==> config.mk <==
export PLATFORM = sky130hd
export DESIGN_NAME = risc8_uart_rx
export DESIGN_NICKNAME = d
export VERILOG_FILES = /design/src/rtl/risc8_uart_rx.sv
export SDC_FILE = /design/constraint.sdc
export NUM_CORES = 1
export LEC_CHECK = 0
export BUFFER_PORTS_ARGS = -buffer_cell sky130_fd_sc_hd__buf_2
export CORE_ASPECT_RATIO = 1.2
export CORE_UTILIZATION = 40
export CTS_CLUSTER_SIZE = 8
export DETAILED_ROUTE_END_ITERATION = 7
export PLACE_DENSITY = 0.54
export SYNTH_ARGS = -nofsm -noshare
export SYNTH_HDL_FRONTEND = slang
export SYNTH_SLANG_ARGS = --single-unit
==> constraint.sdc <==
create_clock -name clk -period 4.5 [get_ports clk]
set_clock_uncertainty 0.1 [all_clocks]
set_input_delay 0.45 -clock clk [delete_from_list [all_inputs] [get_ports clk]]
set_output_delay 0.45 -clock clk [all_outputs]
set_load 0.005 [all_outputs]
==> src/rtl/risc8_uart_rx.sv <==
// risc8_uart_rx: oversampling 8N1 UART receiver for the risc8 IO bus.
// Bytes land in a small circular FIFO. Baud divisor, status and data are exposed as IO registers.
module risc8_uart_rx #(
   parameter logic [6:0] BASE       = 7'h30,
   parameter int         DEPTH_LOG2 = 2
) (
   input  logic       clk,
   input  logic       reset,
   input  logic       ren,
   input  logic       wen,
   input  logic [6:0] addr,
   input  logic [7:0] wdata,
   output logic [7:0] rdata,
   output logic       valid,
   input  logic       rx_in,
   output logic       rx_avail
);
   localparam int DEPTH = 1 << DEPTH_LOG2;
   localparam int PW    = DEPTH_LOG2;
   localparam int CW    = DEPTH_LOG2 + 1;
   localparam logic [6:0] A_BAUD = BASE;
   localparam logic [6:0] A_STAT = BASE + 7'd1;
   localparam logic [6:0] A_DATA = BASE + 7'd2;

   typedef enum logic [1:0] {S_IDLE, S_START, S_DATA, S_STOP} state_t;

   state_t          state_q, state_d;
   logic            sync_q, rxs_q;
   logic [7:0]      cnt_q, cnt_d;
   logic [2:0]      idx_q, idx_d;
   logic [7:0]      shreg_q, shreg_d;
   logic            cnt_zero, push, frame_bad;

   logic [7:0]      baud_q, baud_d;
   logic            ovr_q, ovr_d, ferr_q, ferr_d, avail_q;
   logic [7:0]      mem_q [DEPTH];
   logic [PW-1:0]   wptr_q, wptr_d, rptr_q, rptr_d;
   logic [CW-1:0]   count_q, count_d;
   logic [7:0]      rdata_q, rdata_d;
   logic            valid_q, valid_d;
   logic            sel_baud, sel_stat, sel_data, empty, full, pop, push_ok, ovr_set;

   always_ff @(posedge clk) begin
      if (reset) begin
         sync_q <= 1'b1;
         rxs_q  <= 1'b1;
      end else begin
         sync_q <= rx_in;
         rxs_q  <= sync_q;
      end
   end

   assign cnt_zero = (cnt_q == 8'd0);

   always_ff @(posedge clk) begin
      if (reset) begin
         state_q <= S_IDLE;
         cnt_q   <= 8'd0;
         idx_q   <= 3'd0;
      end else begin
         state_q <= state_d;
         cnt_q   <= cnt_d;
         idx_q   <= idx_d;
      end
   end

   always_ff @(posedge clk) begin
      shreg_q <= shreg_d;
   end

   always_comb begin
      state_d = state_q;
      case (state_q)
         S_IDLE:  if (!rxs_q) state_d = S_START;
         S_START: if (cnt_zero) state_d = rxs_q ? S_IDLE : S_DATA;
         S_DATA:  if (cnt_zero && idx_q == 3'd7) state_d = S_STOP;
         S_STOP:  if (cnt_zero) state_d = S_IDLE;
         default: state_d = S_IDLE;
      endcase
   end

   // Reloads read baud_q directly, so a divisor write lands at the next bit boundary.
   always_comb begin
      cnt_d     = cnt_q;
      idx_d     = idx_q;
      shreg_d   = shreg_q;
      push      = 1'b0;
      frame_bad = 1'b0;
      case (state_q)
         S_IDLE: begin
            if (!rxs_q) cnt_d = {1'b0, baud_q[7:1]};
         end
         S_START: begin
            if (cnt_zero) begin
               cnt_d = baud_q;
               idx_d = 3'd0;
            end else begin
               cnt_d = cnt_q - 8'd1;
            end
         end
         S_DATA: begin
            if (cnt_zero) begin
               shreg_d[idx_q] = rxs_q;
               cnt_d          = baud_q;
               idx_d          = idx_q + 3'd1;
            end else begin
               cnt_d = cnt_q - 8'd1;
            end
         end
         S_STOP: begin
            if (cnt_zero) begin
               push      = rxs_q;
               frame_bad = !rxs_q;
            end else begin
               cnt_d = cnt_q - 8'd1;
            end
         end
         default: ;
      endcase
   end

   // A pop frees the slot in the same cycle, so a push to a full FIFO only fails without one.
   always_comb begin
      sel_baud = (addr == A_BAUD);
      sel_stat = (addr == A_STAT);
      sel_data = (addr == A_DATA);
      empty    = (count_q == '0);
      full     = (count_q == CW'(DEPTH));
      pop      = ren && sel_data && !empty;
      push_ok  = push && (!full || pop);
      ovr_set  = push && full && !pop;

      wptr_d  = push_ok ? wptr_q + PW'(1) : wptr_q;
      rptr_d  = pop ? rptr_q + PW'(1) : rptr_q;
      count_d = count_q;
      if (push_ok && !pop)      count_d = count_q + CW'(1);
      else if (pop && !push_ok) count_d = count_q - CW'(1);

      rdata_d = rdata_q;
      valid_d = 1'b0;
      if (ren && (sel_baud || sel_stat || sel_data)) begin
         valid_d = 1'b1;
         if (sel_baud)      rdata_d = baud_q;
         else if (sel_stat) rdata_d = {5'b0, ferr_q, ovr_q, avail_q};
         else               rdata_d = empty ? 8'h00 : mem_q[rptr_q];
      end

      baud_d = (wen && sel_baud) ? wdata : baud_q;
      ovr_d  = ovr_set   || (ovr_q  && !(wen && sel_stat && wdata[1]));
      ferr_d = frame_bad || (ferr_q && !(wen && sel_stat && wdata[2]));
   end

   always_ff @(posedge clk) begin
      if (reset) begin
         baud_q  <= 8'h05;
         ovr_q   <= 1'b0;
         ferr_q  <= 1'b0;
         wptr_q  <= '0;
         rptr_q  <= '0;
         count_q <= '0;
         avail_q <= 1'b0;
         rdata_q <= 8'h00;
         valid_q <= 1'b0;
      end else begin
         baud_q  <= baud_d;
         ovr_q   <= ovr_d;
         ferr_q  <= ferr_d;
         wptr_q  <= wptr_d;
         rptr_q  <= rptr_d;
         count_q <= count_d;
         avail_q <= (count_d != '0);
         rdata_q <= rdata_d;
         valid_q <= valid_d;
      end
   end

   always_ff @(posedge clk) begin
      if (push_ok) mem_q[wptr_q] <= shreg_q;
   end

   assign rdata    = rdata_q;
   assign valid    = valid_q;
   assign rx_avail = avail_q;

endmodule

==> results.md <==
- Result of the run: complete, no violations
- Routed met3 length: 262 um
- Std cell rows: 38
- Maxcap violations: 0
- CTS H-tree depth: 3
- CP max stage cell: nor4_1
- DRT met1 WL: 3780 um
- CP endpoint: mem_q[0][2]$_DFFE_PP_
- Hold-fix buffers, CTS: 0
- Tot GR Track Use: 0.167
- Io pins: 30
- Die H: 109 um
- R2R cell count: 4
- FMAX: between 300 and 400 MHz
- Area used by multi-input combinational logic: 1630 um2
- RSZ-0062 raised after global routing: false
- R2r startpoint: cnt_q[3]$_SDFFE_PP0P_
- CTS sink cnt: between 80 and 90
- CTS root buf: clkbuf_8
- Pwr/cell area: 365 nW/um2
- Detailed Routing Iterations Pass 1: 4
- CTS buffer count: 9
- Initial DRC count: 151
- Final setup vio count: 0
- Antenna Nets Post-Route: 0
- Worst skew pair latency: 0.35 ns
- Cell variety after synth: 52
- Crit path largest cell delay: 0.63 ns
- Setup TNS Final: 0 ns
- Final Critical Period: 2.56 ns
- Type of the worst setup path: flip-flop to flip-flop
- Most used DFF post-synth: dfxtp_1
- RePlAce Congestion: 0.816
- Worst VDD drop: 0.000199 V
- Port Buf Inserts: 29
- Global-route wire length before repair: around 13000 um
- Synth-to-layout area growth: 10.7%
- Die W: 91.2 um
- CP endpoint kind: flip-flop
- Top cells by area, synth: edfxtp_1 31%, dfxtp_1 23%, ha_1 5.2%, mux4_2 4.7%, a21oi_1 3.8%
- Pins Over Slew Limit: 0
- Syn Std Cell Area: 3820 um2
- Vias in the first global route: 2493
- RR Endpoint: mem_q[0][2]$_DFFE_PP_
- Clk buf depth: 2
- CTS resizes: 0
- Pleak: 1.48 nW
- CORE AREA: between 9000 and 10000 um2
- WP depth: 4
- Synth area leader: edfxtp_1
- Routed vias/inst: approximately 5.4
- Placed wire-length estimate: 5690 um
- CP startpoint: cnt_q[3]$_SDFFE_PP0P_
- Number of enable flip-flop cells after synthesis: 40
- Tot Pwr: about 1.5 mW
- Reg area: 2080 um2
- Hold Path Stages: 2
- Nets: 407
- Min-delay worst type: input pin to flip-flop
- Fill cells: between 800 and 900
- CTS tree: yes
- Initial antenna violation count: 0
- Worst-path clk slew: 0.09 ns
- Final hold viol count: 0
- Critical Path AT: 2.47 ns
- Syn_nets: 382
- Most frequent cells in the layout: 44 x dfxtp_1, 40 x edfxtp_1, 29 x a21oi_1, 29 x buf_2
- Post-Synthesis Cells: around 350
- Vias: 2683
- Seq cells post-synth: 84
- Worst slew margin: 0.475
- Flop2flop setup slack: 1.94 ns
- Sequential fraction of the synthesis area: 0.545
- Avg Cell Area, Syn: 11.0 um2
- Worst path required time: around 4.4 ns
- Max Used Layer: met4
- End-of-flow core utilization: 0.461
- Met2 wire length: 3690 um
- Ratio of cells with drive above 1 in the final layout: 0.176
- Worst-path maximum fanout: 10
- Starting density of the core: 0.417
- Postcts setup bufs: 0
- Placed insts: 480
- Crit path cell chain: nor4_1, nand4_1, nor2_4, and2_1
- Pin count of the biggest net entering global routing: 44
- Die ar.: about 10000 um2
- Global route overflow: 0
- Critical path launch point type: flip-flop
- Final wirelength: 7830 um
- Yosys top cell area share: 0.314
- Largest delay share family, worst path: simple AND/OR/NAND/NOR gates
- ANT cells: 0
- Measured slew at the worst slew-check pin: 0.787 ns
- Fraction of registers with async set/reset: 0
- Buf+Inv Stages, Crit Path: 0
- Fin crit share: 0.570
- Fin cells: 496
- DRC: 0
- Commonest non-fill, non-tap cell in the layout: dfxtp_1
- Drt wl/cell: around 16 um
- Syn. warnings: 0
## area by class of cell
type,count,share of cell area
flip-flops and latches,84,0.492
inverters,12,0.0106
clock inverters,4,0.00591
well taps,120,0.0355
clock buffers,12,0.0343
repair buffers,30,0.0361
multi-input cells,234,0.386
## stage by stage
step | hold WS (ns) | area [um2] | setup WS [ns]
detailed placement | 0.301 | 4060 | 1.96
finish | 0.185 | 4230 | 1.94
floorplan | 0.289 | 3820 | 2.38
global placement | 0.299 | 4060 | 2.01
CTS | 0.165 | 4230 | 1.95
global route | 0.164 | 4230 | 1.75
## flip-flops by register name, indices dropped and copies added (netlist names), named ones only
| register | flops |
|---|---|
| rx_avail | 1 |
| rptr_q | 2 |
| shreg_q | 8 |
| mem_q | 32 |
| ferr_q | 1 |
| rdata | 8 |
| count_q | 3 |
| baud_q | 8 |
| cnt_q | 8 |
| ovr_q | 1 |
| idx_q | 3 |
| sync_q | 1 |
| rxs_q | 1 |
| valid | 1 |
| wptr_q | 2 |
| state_q | 1 |
## worst register-to-register path: stages, from the launching register on
cell and delay (ns):
dfxtp_1 0.37, nor4_1 0.63, nand4_1 0.37, nor2_4 0.34, and2_1 0.41
## worst min path at each step
stage,startpoint,to,slack [ns]
3_3_place_gp,sync_q$_SDFF_PP1_,rxs_q$_SDFF_PP1_,0.30
2_1_floorplan,sync_q$_SDFF_PP1_,rxs_q$_SDFF_PP1_,0.29
3_5_place_dp,sync_q$_SDFF_PP1_,rxs_q$_SDFF_PP1_,0.30
5_1_grt,rx_in,sync_q$_SDFF_PP1_,0.16
4_1_cts,rx_in,sync_q$_SDFF_PP1_,0.16
6_report,rx_in,sync_q$_SDFF_PP1_,0.19
## report_power, final
| part | total (mW) | switching [mW] | internal, mW |
|---|---|---|---|
| logic | 0.245 | 0.158 | 0.0867 |
| registers | 0.819 | 0.0145 | 0.805 |
| clock network | 0.478 | 0.264 | 0.214 |
| total | 1.54 | 0.437 | 1.11 |
## logic make-up (layout without fill, tap and decap cells)
group / after synthesis / in the layout / share of synthesized area
and+or+nand+nor: 112 / 112 / 0.150
buffers and inverters: 28 / 58 / 0.0301
adders and majority gates: 16 / 16 / 0.0524
muxes: 13 / 13 / 0.0612
xor gates and xnor gates: 9 / 9 / 0.0206
AOI/OAI and AO/OA: 84 / 84 / 0.141
DFF: 84 / 84 / 0.545
## synth_stat cells, types with 2 or more instances
cell type,count
ha_1,16
nor2_1,25
o221ai_1,2
a221oi_1,8
xnor2_1,6
a32oi_1,2
nor4bb_1,2
a21o_1,2
o21ai_0,13
mux4_2,8
a31oi_1,14
nand2_1,25
edfxtp_1,40
nand4_1,4
mux2_2,3
o211ai_1,3
clkbuf_1,11
nor3_1,18
and2_1,4
a21oi_1,29
mux2i_1,2
nor4_1,6
or2_2,2
dfxtp_1,44
and3_1,2
inv_1,12
nand3_1,11
buf_2,2
a211o_1,2
xor2_1,3
nand2b_1,4
## layer usage
| layer | GRT usage | up-vias |
|---|---|---|
| met5 | 0 | - |
| met4 | 0.0590 | 0 |
| met3 | 0.0391 | 7 |
| met2 | 0.276 | 53 |
| met1 | 0.215 | 1273 |
| li1 | - | 1350 |
Note: power is estimated with default switching activity, not from simulation.
